## src/rtl/uart_core.sv

```systemverilog
// uart_core: register-mapped 8N1 UART with programmable baud divisor and level interrupt
module uart_core #(
  parameter logic [15:0] DIV_RESET = 16'd103
) (
  input  logic       clk,
  input  logic       reset,
  output logic       uart_tx,
  input  logic       uart_rx,
  output logic       interrupt,
  input  logic [4:0] reg_addr,
  input  logic [7:0] reg_data_in,
  input  logic       reg_write,
  input  logic       reg_read,
  output logic [7:0] reg_data_out
);
  typedef enum logic [1:0] {TX_IDLE, TX_START, TX_DATA, TX_STOP} tx_state_t;
  typedef enum logic [2:0] {RX_IDLE, RX_START, RX_DATA, RX_STOP, RX_WAIT_HIGH} rx_state_t;
  tx_state_t tx_state, tx_next;
  rx_state_t rx_state, rx_next;
  logic [15:0] div, eff_div, tx_cnt, tx_cnt_next, rx_cnt, rx_cnt_next;
  logic [7:0] tx_hold, tx_shift, tx_shift_next, rx_hold, rx_shift, rx_shift_next;
  logic [2:0] tx_bit, tx_bit_next, rx_bit, rx_bit_next, en;
  logic [1:0] rx_sync;
  logic tx_full, rx_valid, overrun, frame_err, tx_load, rx_done, rx_s, tx_busy, pop, wr_tx, wr_st;
  assign eff_div = div < 16'd3 ? 16'd3 : div;
  assign rx_s = rx_sync[1];
  assign tx_busy = tx_state != TX_IDLE;
  assign pop = reg_read && reg_addr == 5'd0;
  assign wr_tx = reg_write && reg_addr == 5'd0;
  assign wr_st = reg_write && reg_addr == 5'd1;
  assign uart_tx = tx_state == TX_START ? 1'b0 : tx_state == TX_DATA ? tx_shift[0] : 1'b1;
  assign interrupt = (en[0] & rx_valid) | (en[1] & ~tx_full) | (en[2] & (overrun | frame_err));
  assign reg_data_out = reg_addr == 5'd0 ? rx_hold :
                        reg_addr == 5'd1 ? {3'b0, frame_err, overrun, tx_busy, tx_full, rx_valid} :
                        reg_addr == 5'd2 ? {5'b0, en} :
                        reg_addr == 5'd3 ? div[7:0] :
                        reg_addr == 5'd4 ? div[15:8] : 8'h00;
  always_comb begin
    tx_next = tx_state;
    tx_cnt_next = tx_cnt - 16'd1;
    tx_shift_next = tx_shift;
    tx_bit_next = tx_bit;
    tx_load = 1'b0;
    case (tx_state)
      TX_IDLE: begin
        tx_cnt_next = tx_cnt;
        if (tx_full) begin
          tx_load = 1'b1;
          tx_next = TX_START;
          tx_cnt_next = eff_div;
          tx_shift_next = tx_hold;
        end
      end
      TX_START: if (tx_cnt == 16'd0) begin
        tx_next = TX_DATA;
        tx_cnt_next = eff_div;
        tx_bit_next = 3'd0;
      end
      TX_DATA: if (tx_cnt == 16'd0) begin
        tx_cnt_next = eff_div;
        tx_shift_next = {1'b0, tx_shift[7:1]};
        tx_bit_next = tx_bit + 3'd1;
        tx_next = tx_bit == 3'd7 ? TX_STOP : TX_DATA;
      end
      TX_STOP: if (tx_cnt == 16'd0) begin
        tx_load = tx_full;
        tx_next = tx_full ? TX_START : TX_IDLE;
        tx_cnt_next = eff_div;
        tx_shift_next = tx_full ? tx_hold : tx_shift;
      end
      default: tx_next = TX_IDLE;
    endcase
  end
  always_comb begin
    rx_next = rx_state;
    rx_cnt_next = rx_cnt - 16'd1;
    rx_shift_next = rx_shift;
    rx_bit_next = rx_bit;
    rx_done = 1'b0;
    case (rx_state)
      RX_IDLE: begin
        rx_cnt_next = eff_div >> 1;
        rx_next = rx_s ? RX_IDLE : RX_START;
      end
      RX_START: if (rx_cnt == 16'd0) begin
        rx_cnt_next = eff_div;
        rx_bit_next = 3'd0;
        rx_next = rx_s ? RX_IDLE : RX_DATA;
      end
      RX_DATA: if (rx_cnt == 16'd0) begin
        rx_cnt_next = eff_div;
        rx_shift_next = {rx_s, rx_shift[7:1]};
        rx_bit_next = rx_bit + 3'd1;
        rx_next = rx_bit == 3'd7 ? RX_STOP : RX_DATA;
      end
      RX_STOP: if (rx_cnt == 16'd0) begin
        rx_done = 1'b1;
        rx_next = rx_s ? RX_IDLE : RX_WAIT_HIGH;
      end
      RX_WAIT_HIGH: rx_next = rx_s ? RX_IDLE : RX_WAIT_HIGH;
      default: rx_next = RX_IDLE;
    endcase
  end
  always_ff @(posedge clk or negedge reset) begin
    if (!reset) begin
      tx_state <= TX_IDLE;
      rx_state <= RX_IDLE;
      tx_cnt <= 16'd0;
      rx_cnt <= 16'd0;
      tx_shift <= 8'h00;
      rx_shift <= 8'h00;
      tx_bit <= 3'd0;
      rx_bit <= 3'd0;
      rx_sync <= 2'b11;
      div <= DIV_RESET;
      en <= 3'd0;
      tx_hold <= 8'h00;
      rx_hold <= 8'h00;
      tx_full <= 1'b0;
      rx_valid <= 1'b0;
      overrun <= 1'b0;
      frame_err <= 1'b0;
    end else begin
      tx_state <= tx_next;
      rx_state <= rx_next;
      tx_cnt <= tx_cnt_next;
      rx_cnt <= rx_cnt_next;
      tx_shift <= tx_shift_next;
      rx_shift <= rx_shift_next;
      tx_bit <= tx_bit_next;
      rx_bit <= rx_bit_next;
      rx_sync <= {rx_sync[0], uart_rx};
      if (reg_write && reg_addr == 5'd2) en <= reg_data_in[2:0];
      if (reg_write && reg_addr == 5'd3) div[7:0] <= reg_data_in;
      if (reg_write && reg_addr == 5'd4) div[15:8] <= reg_data_in;
      if (wr_tx && !tx_full) begin
        tx_hold <= reg_data_in;
        tx_full <= 1'b1;
      end else if (tx_load) tx_full <= 1'b0;
      if (rx_done && (!rx_valid || pop)) begin
        rx_hold <= rx_shift;
        rx_valid <= 1'b1;
      end else if (pop) rx_valid <= 1'b0;
      overrun <= (rx_done && rx_valid && !pop) || (overrun && !(wr_st && reg_data_in[3]));
      frame_err <= (rx_done && !rx_s) || (frame_err && !(wr_st && reg_data_in[4]));
    end
  end
endmodule

```

## config.mk

```make
export PLATFORM = sky130hd
export DESIGN_NAME = uart_core
export DESIGN_NICKNAME = d
export VERILOG_FILES = /design/src/rtl/uart_core.sv
export SDC_FILE = /design/constraint.sdc
export NUM_CORES = 1
export LEC_CHECK = 0
export BUFFER_PORTS_ARGS = -buffer_cell sky130_fd_sc_hd__buf_2
export CAP_MARGIN = 20
export CORE_MARGIN = 1.5
export CORE_UTILIZATION = 55
export CTS_BUF_LIST = sky130_fd_sc_hd__clkbuf_8 sky130_fd_sc_hd__clkbuf_16
export CTS_CLUSTER_SIZE = 25
export DETAILED_ROUTE_END_ITERATION = 8
export PLACE_DENSITY = 0.72
export SLEW_MARGIN = 10
export SYNTH_ARGS = -nofsm -noshare
export SYNTH_HDL_FRONTEND = slang
export SYNTH_SLANG_ARGS = --single-unit
```

## constraint.sdc

```tcl
create_clock -name clk -period 3 [get_ports clk]
set_input_delay 0.3 -clock clk [delete_from_list [all_inputs] [get_ports clk]]
set_output_delay 0.3 -clock clk [all_outputs]
set_load 0.02 [all_outputs]
```

==> results of run 1 <==
[state kept, by name (all words and copies together) (netlist names), 2 cells and up]
register,flops
tx_bit,3
en,3
tx_state,2
tx_shift,8
rx_cnt,16
rx_bit,3
div,16
rx_shift,8
rx_sync,2
tx_cnt,16
tx_hold,8
rx_state,3
rx_hold,8
[cell usage in the layout (no fill, tap or decap), drive strengths merged, types with 3 or more instances in the layout]
cell    Yosys  routed
nor3       13      13
or3         4       4
dfstp       7       7
a21oi       9       9
a222oi      3       3
a22oi      26      26
and4        4       4
mux2i       8       8
ha         12      12
o21ai      30      30
nand3      16      16
xor2        8       8
o22a        3       3
nor4       11      11
nand2      34      34
inv        17      21
clkbuf     14       9
buf         8      36
a31oi       4       4
xnor2       6       6
mux2       62      62
and3        7       7
dfrtp      93      93
nand4       3       3
nor2       34      34
[timing repair]
action                    CTS  global route
hold buffers                2             0
setup buffers               0             0
hold endpoints to repair   37             0
[metal layers]
metal  vias to the layer above  GRT usage  routed length [um]
li1                       1817          -                   -
met1                      2010      0.352                5420
met2                        97      0.391                5730
met3                        11     0.0557                 585
met4                         0     0.0650                 111
met5                         -          0                   0
[synth_stat cells (2+ instances only)]
| master | count | area [sq um] |
|---|---|---|
| dfrtp_1 | 93 | 2330 |
| mux2_2 | 62 | 698 |
| nand2_1 | 34 | 128 |
| nor2_1 | 34 | 128 |
| o21ai_0 | 30 | 150 |
| a22oi_1 | 26 | 195 |
| inv_1 | 17 | 63.8 |
| nand3_1 | 16 | 80.1 |
| clkbuf_1 | 14 | 52.6 |
| ha_1 | 12 | 150 |
| nor4_1 | 11 | 68.8 |
| nor3_1 | 10 | 50.1 |
| a21oi_1 | 8 | 40.0 |
| mux2i_1 | 8 | 80.1 |
| xor2_1 | 8 | 70.1 |
| and3_1 | 7 | 43.8 |
| dfstp_2 | 7 | 184 |
| xnor2_1 | 6 | 52.6 |
| a31oi_1 | 4 | 25.0 |
| buf_2 | 4 | 20.0 |
| or3_1 | 4 | 25.0 |
| a222oi_1 | 3 | 30.0 |
| o22a_1 | 3 | 26.3 |
| a21o_1 | 2 | 15.0 |
| a221oi_1 | 2 | 17.5 |
| a22o_1 | 2 | 17.5 |
| a311o_1 | 2 | 20.0 |
| a311oi_1 | 2 | 17.5 |
| a32o_1 | 2 | 20.0 |
| and3b_1 | 2 | 17.5 |
| and4_1 | 2 | 17.5 |
| and4_2 | 2 | 20.0 |
| and4b_1 | 2 | 20.0 |
| buf_4 | 2 | 15.0 |
| nand3b_1 | 2 | 15.0 |
| nand4_1 | 2 | 12.5 |
| nor3_2 | 2 | 20.0 |
| nor3b_1 | 2 | 15.0 |
| nor4b_1 | 2 | 17.5 |
| o21a_1 | 2 | 15.0 |
[power groups by stage]
stage / combinational, uW / sequential [uW] / clock (uW)
finish: 1660 / 2160 / 887
global route: 1870 / 2210 / 947
CTS: 1660 / 2140 / 899
detailed placement: 1660 / 2160 / 0
global placement: 1580 / 2140 / 0
floorplan: 1320 / 2010 / 0
[cell type report]
type / count / area [sq um] / area share
Clock inverter: 7 / 77.6 / 0.0137
Sequential cell: 100 / 2510 / 0.442
Tap cell: 111 / 139 / 0.0245
Timing Repair Buffer: 38 / 238 / 0.0419
Inverter: 17 / 63.8 / 0.0112
Clock buffer: 9 / 124 / 0.0218
Multi-Input combinational cell: 339 / 2520 / 0.445
[logic make-up (layout without fill, tap and decap cells)]
| logic type | Yosys count | in the layout | share of synthesized area |
|---|---|---|---|
| xor gates and xnor gates | 14 | 14 | 0.0235 |
| AOI/OAI and AO/OA | 98 | 98 | 0.131 |
| adders and majority gates | 12 | 12 | 0.0288 |
| DFF | 100 | 100 | 0.482 |
| muxes | 70 | 70 | 0.149 |
| and+or+nand+nor | 145 | 145 | 0.152 |
| buffers and inverters | 39 | 71 | 0.0341 |
[final timing paths]
path                                      start                     end  slack [ns]  depth (start not counted)
max in group asynchronous                 reset      div[6]$_DFFE_PN1P_        1.82                          3
hold reg to reg            rx_sync[0]$_DFF_PN1_    rx_sync[1]$_DFF_PN1_        0.37                          0
hold / removal                   reg_data_in[2]     div[10]$_DFFE_PN0P_        0.20                          2
min in group asynchronous                 reset     rx_cnt[6]$_DFF_PN0_        0.43                          2
setup / recovery            rx_cnt[0]$_DFF_PN0_  rx_hold[6]$_DFFE_PN0P_        0.37                          7
setup reg to reg            rx_cnt[0]$_DFF_PN0_  rx_hold[6]$_DFFE_PN0P_        0.37                          7
[worst register-to-register path, cell delays in order, from the launching register on]
cell and delay (ns):
dfrtp_1 0.41, inv_1 0.06, ha_1 0.18, or4b_1 0.60, nor3_4 0.41, nand4_4 0.20
a21oi_4 0.29, mux2_2 0.38
[stage by stage]
step / setup slack, ns / std cells
2_1_floorplan: 0.625 / 478
3_3_place_gp: 0.467 / 603
3_5_place_dp: 0.382 / 603
4_1_cts: 0.375 / 621
5_1_grt: 0.229 / 621
6_report: 0.368 / 621
==> flow_metrics.env, run 1 <==
export IMPL_p_sw_uw=1890
export IMPL_drt_total_wl_um=11800
export IMPL_grt_usage=0.249
export IMPL_drv_cap=0
export IMPL_grt_pass1_wl_um=19400
export IMPL_timing_critical_path_slowest_cell_delay_ns=0.60
export IMPL_grt_overflow=0
export IMPL_drive_gt1_frac=0.255
export IMPL_cp_cell_sequence="inv_1 > ha_1 > or4b_1 > nor3_4 > nand4_4 > a21oi_4 > mux2_2"
export IMPL_yosysWarnings=0
export IMPL_fin_total_pwr_uw=4710
export IMPL_finalHoldViolations=0
export IMPL_port_buffer_count=27
export IMPL_p_leak_uw=0.00260
export IMPL_async_flop_share=1.00
export IMPL_placed_area_sq_um=5460
export IMPL_status="finished, final reports clean"
export IMPL_route_vias_total=3935
export IMPL_die_h_um=100
export IMPL_worstPathArrival_ns=2.90
export IMPL_cts_resized=0
export IMPL_drv_slew=0
export IMPL_synth_fp_nets=508
export IMPL_rsz0062_at_grt="no"
export IMPL_setup_violations=0
export IMPL_fin_area_sq_um=5680
export IMPL_combinationalPowerShare=0.352
export IMPL_fin_skew_ns=0.0131
export IMPL_dieArea_sq_um=10100
export IMPL_cp_num_buf_inv=1
export IMPL_whs_ns=0.204
export IMPL_nets=535
export IMPL_area_growth_pct=8.90
export IMPL_wl_per_cell_um=19.1
export IMPL_p_sw_frac=0.401
export IMPL_p_clk_frac=0.188
export IMPL_synthesis_instances=478
export IMPL_first_pass_iters=5
export IMPL_fin_util=0.617
export IMPL_cp_required_ns=3.27
export IMPL_clock_latency_ns=0.38
export IMPL_fillers=755
export IMPL_coreArea_sq_um=9200
export IMPL_drt_initial_drc_count=255
export IMPL_pin_count=28
export IMPL_ys_seq_area_frac=0.482
export IMPL_min_period_ns=2.63
export IMPL_max_vdd_ir_drop_mv=0.513
export IMPL_yosys_cell_types_count=63
export IMPL_dieWidth_um=100
export IMPL_critPathCaptureType="flip-flop"
export IMPL_setup_tns_ns=0
export IMPL_hpwl_um=8120
export IMPL_synth_edf_count=0
export IMPL_num_antenna_cells=0
export IMPL_internal_power_uw=2820
export IMPL_drtAntennaViolNets=0
export IMPL_cp_slowest_cell="or4b_1"
export IMPL_slew_headroom=0.429
export IMPL_hold_path_class="input pin to flip-flop"
export IMPL_grt_pass1_vias=3861
export IMPL_htreeDepth=3
export IMPL_path_delay_family="simple AND/OR/NAND/NOR gates"
export IMPL_start_kind="flip-flop"
export IMPL_clk_pin_slew_worst_paths_ns=0.12
export IMPL_cts_tree="done"
export IMPL_start_util=0.567
export IMPL_fmax_mhz=380
export IMPL_clockRootBuffer="clkbuf_8"
export IMPL_p_seq_frac=0.459
export IMPL_drc=0
export IMPL_antenna_found_initial=0
export IMPL_ys_flop_type="dfrtp_1"
export IMPL_cts_sinks=100
export IMPL_grt_start_max_net_pins=65
export IMPL_powerDensity_nw_per_um2=829
export IMPL_syn_area_sq_um=5210
export IMPL_synth_seq_cells=100
export IMPL_gp_congestion=0.864
export IMPL_post_route_period_util=0.877
export IMPL_critical_path_max_fanout=8
export IMPL_worst_slew_pin_slew_ns=0.855
export IMPL_routed_via_density=6.34
export IMPL_rows=35
export IMPL_clock_path_buffers=2
export IMPL_cts_made_buffers=9
export IMPL_synth_avg_cell_area_sq_um=10.9
export IMPL_path_class="flip-flop to flip-flop"
Note: power is estimated with default switching activity, not from simulation.
==> run 2: changes to the inputs <==
Settings changed: CORE_UTILIZATION 55 to 58, MAX_ROUTING_LAYER set to met4, PLACE_DENSITY 0.72 to 0.75.
==> run 2 against run 1 <==
Effect of this change: final cell count decreased by 0.48%; core utilization is 3.3 points higher; global-route usage rose by 1.2 points; first-iteration DRC count is 17% higher; sequential power is essentially flat; combinational power is essentially flat; critical path depth stayed put; cell area shrank 0.15%; clock power rose by 5.1%; power increased by 0.48%; routed wire length down 3.3%.
==> flow_metrics.env, run 2 (same netlist as run 1, synthesis figures left out) <==
export IMPL_status="finished, final reports clean"
export IMPL_rsz0062_at_grt="no"
export IMPL_die_h_um=97.8
export IMPL_worstPathArrival_ns=2.91
export IMPL_area_growth_pct=8.74
export IMPL_rrSetupSlack_ns=0.35
export IMPL_dp_cells=600
export IMPL_cts_tree="done"
export IMPL_drt_initial_drc_count=298
export IMPL_gp_congestion=0.905
export IMPL_largestRegisters="div (16), rx_cnt (16), tx_cnt (16)"
export IMPL_drv_cap=0
export IMPL_final_common_cell="dfrtp_1"
export IMPL_start_util=0.598
export IMPL_critical_path_max_fanout=8
export IMPL_powerDensity_nw_per_um2=834
export IMPL_clockRootBuffer="clkbuf_8"
export IMPL_grt_overflow=0
export IMPL_clock_latency_ns=0.38
export IMPL_coreArea_sq_um=8720
export IMPL_nets=535
export IMPL_cp_cell_sequence="inv_1 > ha_1 > or4b_1 > nor3_4 > nand4_4 > a21oi_4 > mux2_2"
export IMPL_p_leak_uw=0.00260
export IMPL_setup_tns_ns=0
export IMPL_start_kind="flip-flop"
export IMPL_routed_via_density=6.33
export IMPL_fin_total_pwr_uw=4730
export IMPL_stdcell_count=618
export IMPL_rr_worst_depth=7
export IMPL_wl_per_cell_um=18.5
export IMPL_worstHoldStart="uart_rx"
export IMPL_drv_slew=0
export IMPL_first_pass_iters=6
export IMPL_fmax_mhz=378
export IMPL_post_route_period_util=0.882
export IMPL_grt_usage=0.261
export IMPL_clk_pin_slew_worst_paths_ns=0.10
export IMPL_r2r_start="rx_cnt[0]$_DFF_PN0_"
export IMPL_timing_rr_end="rx_hold[5]$_DFFE_PN0P_"
export IMPL_max_vdd_ir_drop_mv=0.534
export IMPL_drc=0
export IMPL_rows=34
export IMPL_min_to="rx_sync[0]$_DFF_PN1_"
export IMPL_placed_area_sq_um=5440
export IMPL_slew_headroom=0.556
export IMPL_critPathCaptureType="flip-flop"
export IMPL_final_cell_mix="93 x dfrtp_1, 62 x mux2_2, 34 x nor2_1, 34 x nand2_1, 30 x o21ai_0"
export IMPL_htreeDepth=3
export IMPL_timing_critical_path_slowest_cell_delay_ns=0.60
export IMPL_port_buffer_count=27
export IMPL_grt_start_max_net_pins=51
export IMPL_finalHoldViolations=0
export IMPL_num_antenna_cells=0
export IMPL_drt_total_wl_um=11500
export IMPL_fin_area_sq_um=5670
export IMPL_min_period_ns=2.65
export IMPL_dieWidth_um=97.8
export IMPL_hold_path_class="input pin to flip-flop"
export IMPL_drive_gt1_frac=0.257
export IMPL_clock_path_buffers=2
export IMPL_cp_slowest_cell="or4b_1"
export IMPL_fin_skew_ns=0.0122
export IMPL_pre_cts_slack_ns=0.391
export IMPL_worst_slew_pin_slew_ns=0.665
export IMPL_dieArea_sq_um=9570
export IMPL_setup_violations=0
export IMPL_path_class="flip-flop to flip-flop"
export IMPL_fin_ws_ns=0.355
export IMPL_cp_required_ns=3.27
export IMPL_fillers=665
export IMPL_route_vias_total=3914
export IMPL_antenna_found_initial=0
export IMPL_hpwl_um=7770
export IMPL_pin_count=28
export IMPL_grt_pass1_wl_um=19200
export IMPL_cts_sinks=100
export IMPL_cts_made_buffers=9
export IMPL_hold_depth=1
export IMPL_drtAntennaViolNets=0
export IMPL_grt_pass1_vias=3796
## run 2: per-layer routing
layer | up-vias | track usage | wire [um]
li1 | 1823 | - | -
met3 | 23 | 0.0365 | 640
met4 | 0 | 0.0846 | 232
met5 | - | - | 0
met2 | 126 | 0.394 | 5510
met1 | 1942 | 0.368 | 5070
## run 2: worst max-delay path by stage
stage,startpoint,end,slack [ns],cells after the start
6_report,rx_cnt[0]$_DFF_PN0_,rx_hold[5]$_DFFE_PN0P_,0.35,7
5_1_grt,rx_cnt[0]$_DFF_PN0_,rx_hold[0]$_DFFE_PN0P_,0.18,7
4_1_cts,rx_cnt[0]$_DFF_PN0_,rx_hold[5]$_DFFE_PN0P_,0.36,7
3_5_place_dp,rx_cnt[0]$_DFF_PN0_,rx_hold[5]$_DFFE_PN0P_,0.39,7
3_3_place_gp,rx_cnt[0]$_DFF_PN0_,rx_hold[1]$_DFFE_PN0P_,0.48,7
2_1_floorplan,rx_cnt[0]$_DFF_PN0_,rx_cnt[0]$_DFF_PN0_,0.63,9
## run 2: timing repair
item,in CTS,in global routing
buffers inserted,0,0
hold buffers,1,0
resized for setup,0,0
hold endpoints to repair,46,0
## run 2: power by group
group / total [uW] / switching, uW / internal [uW] / leakage [uW]
Clock: 932 / 524 / 408 / 0.000109
Sequential: 2140 / 420 / 1720 / 0.00127
Combinational: 1650 / 895 / 760 / 0.00122
Total: 4730 / 1840 / 2890 / 0.00260
## run 2: worst max-delay path, delay by kind of cell, from the launching register on
family | cells | cell delay [ns]
AO/OA/AOI/OAI | 1 | 0.29
adder cells (fa/ha/maj) | 1 | 0.20
buffers and inverters | 1 | 0.07
flip-flops | 1 | 0.41
multiplexers | 1 | 0.37
AND/OR/NAND/NOR | 3 | 1.19
## run 2: area by class of cell
class	instances	area, sq um	area share
clock buffer	9	124	0.0218
sequential	100	2510	0.443
clock inverter	7	87.6	0.0154
multi-input combinational	339	2520	0.445
timing repair buffer	38	223	0.0393
tap	108	135	0.0238
inverter	17	63.8	0.0113
## run 2: stage by stage
| stage | util | hold WS (ns) |
|---|---|---|
| after floorplan | - | 0.00441 |
| after global placement | 0.624 | 0.346 |
| after detailed placement | 0.624 | 0.353 |
| after CTS | 0.649 | 0.0167 |
| after global routing | 0.650 | 0.0143 |
| final | 0.650 | 0.0186 |
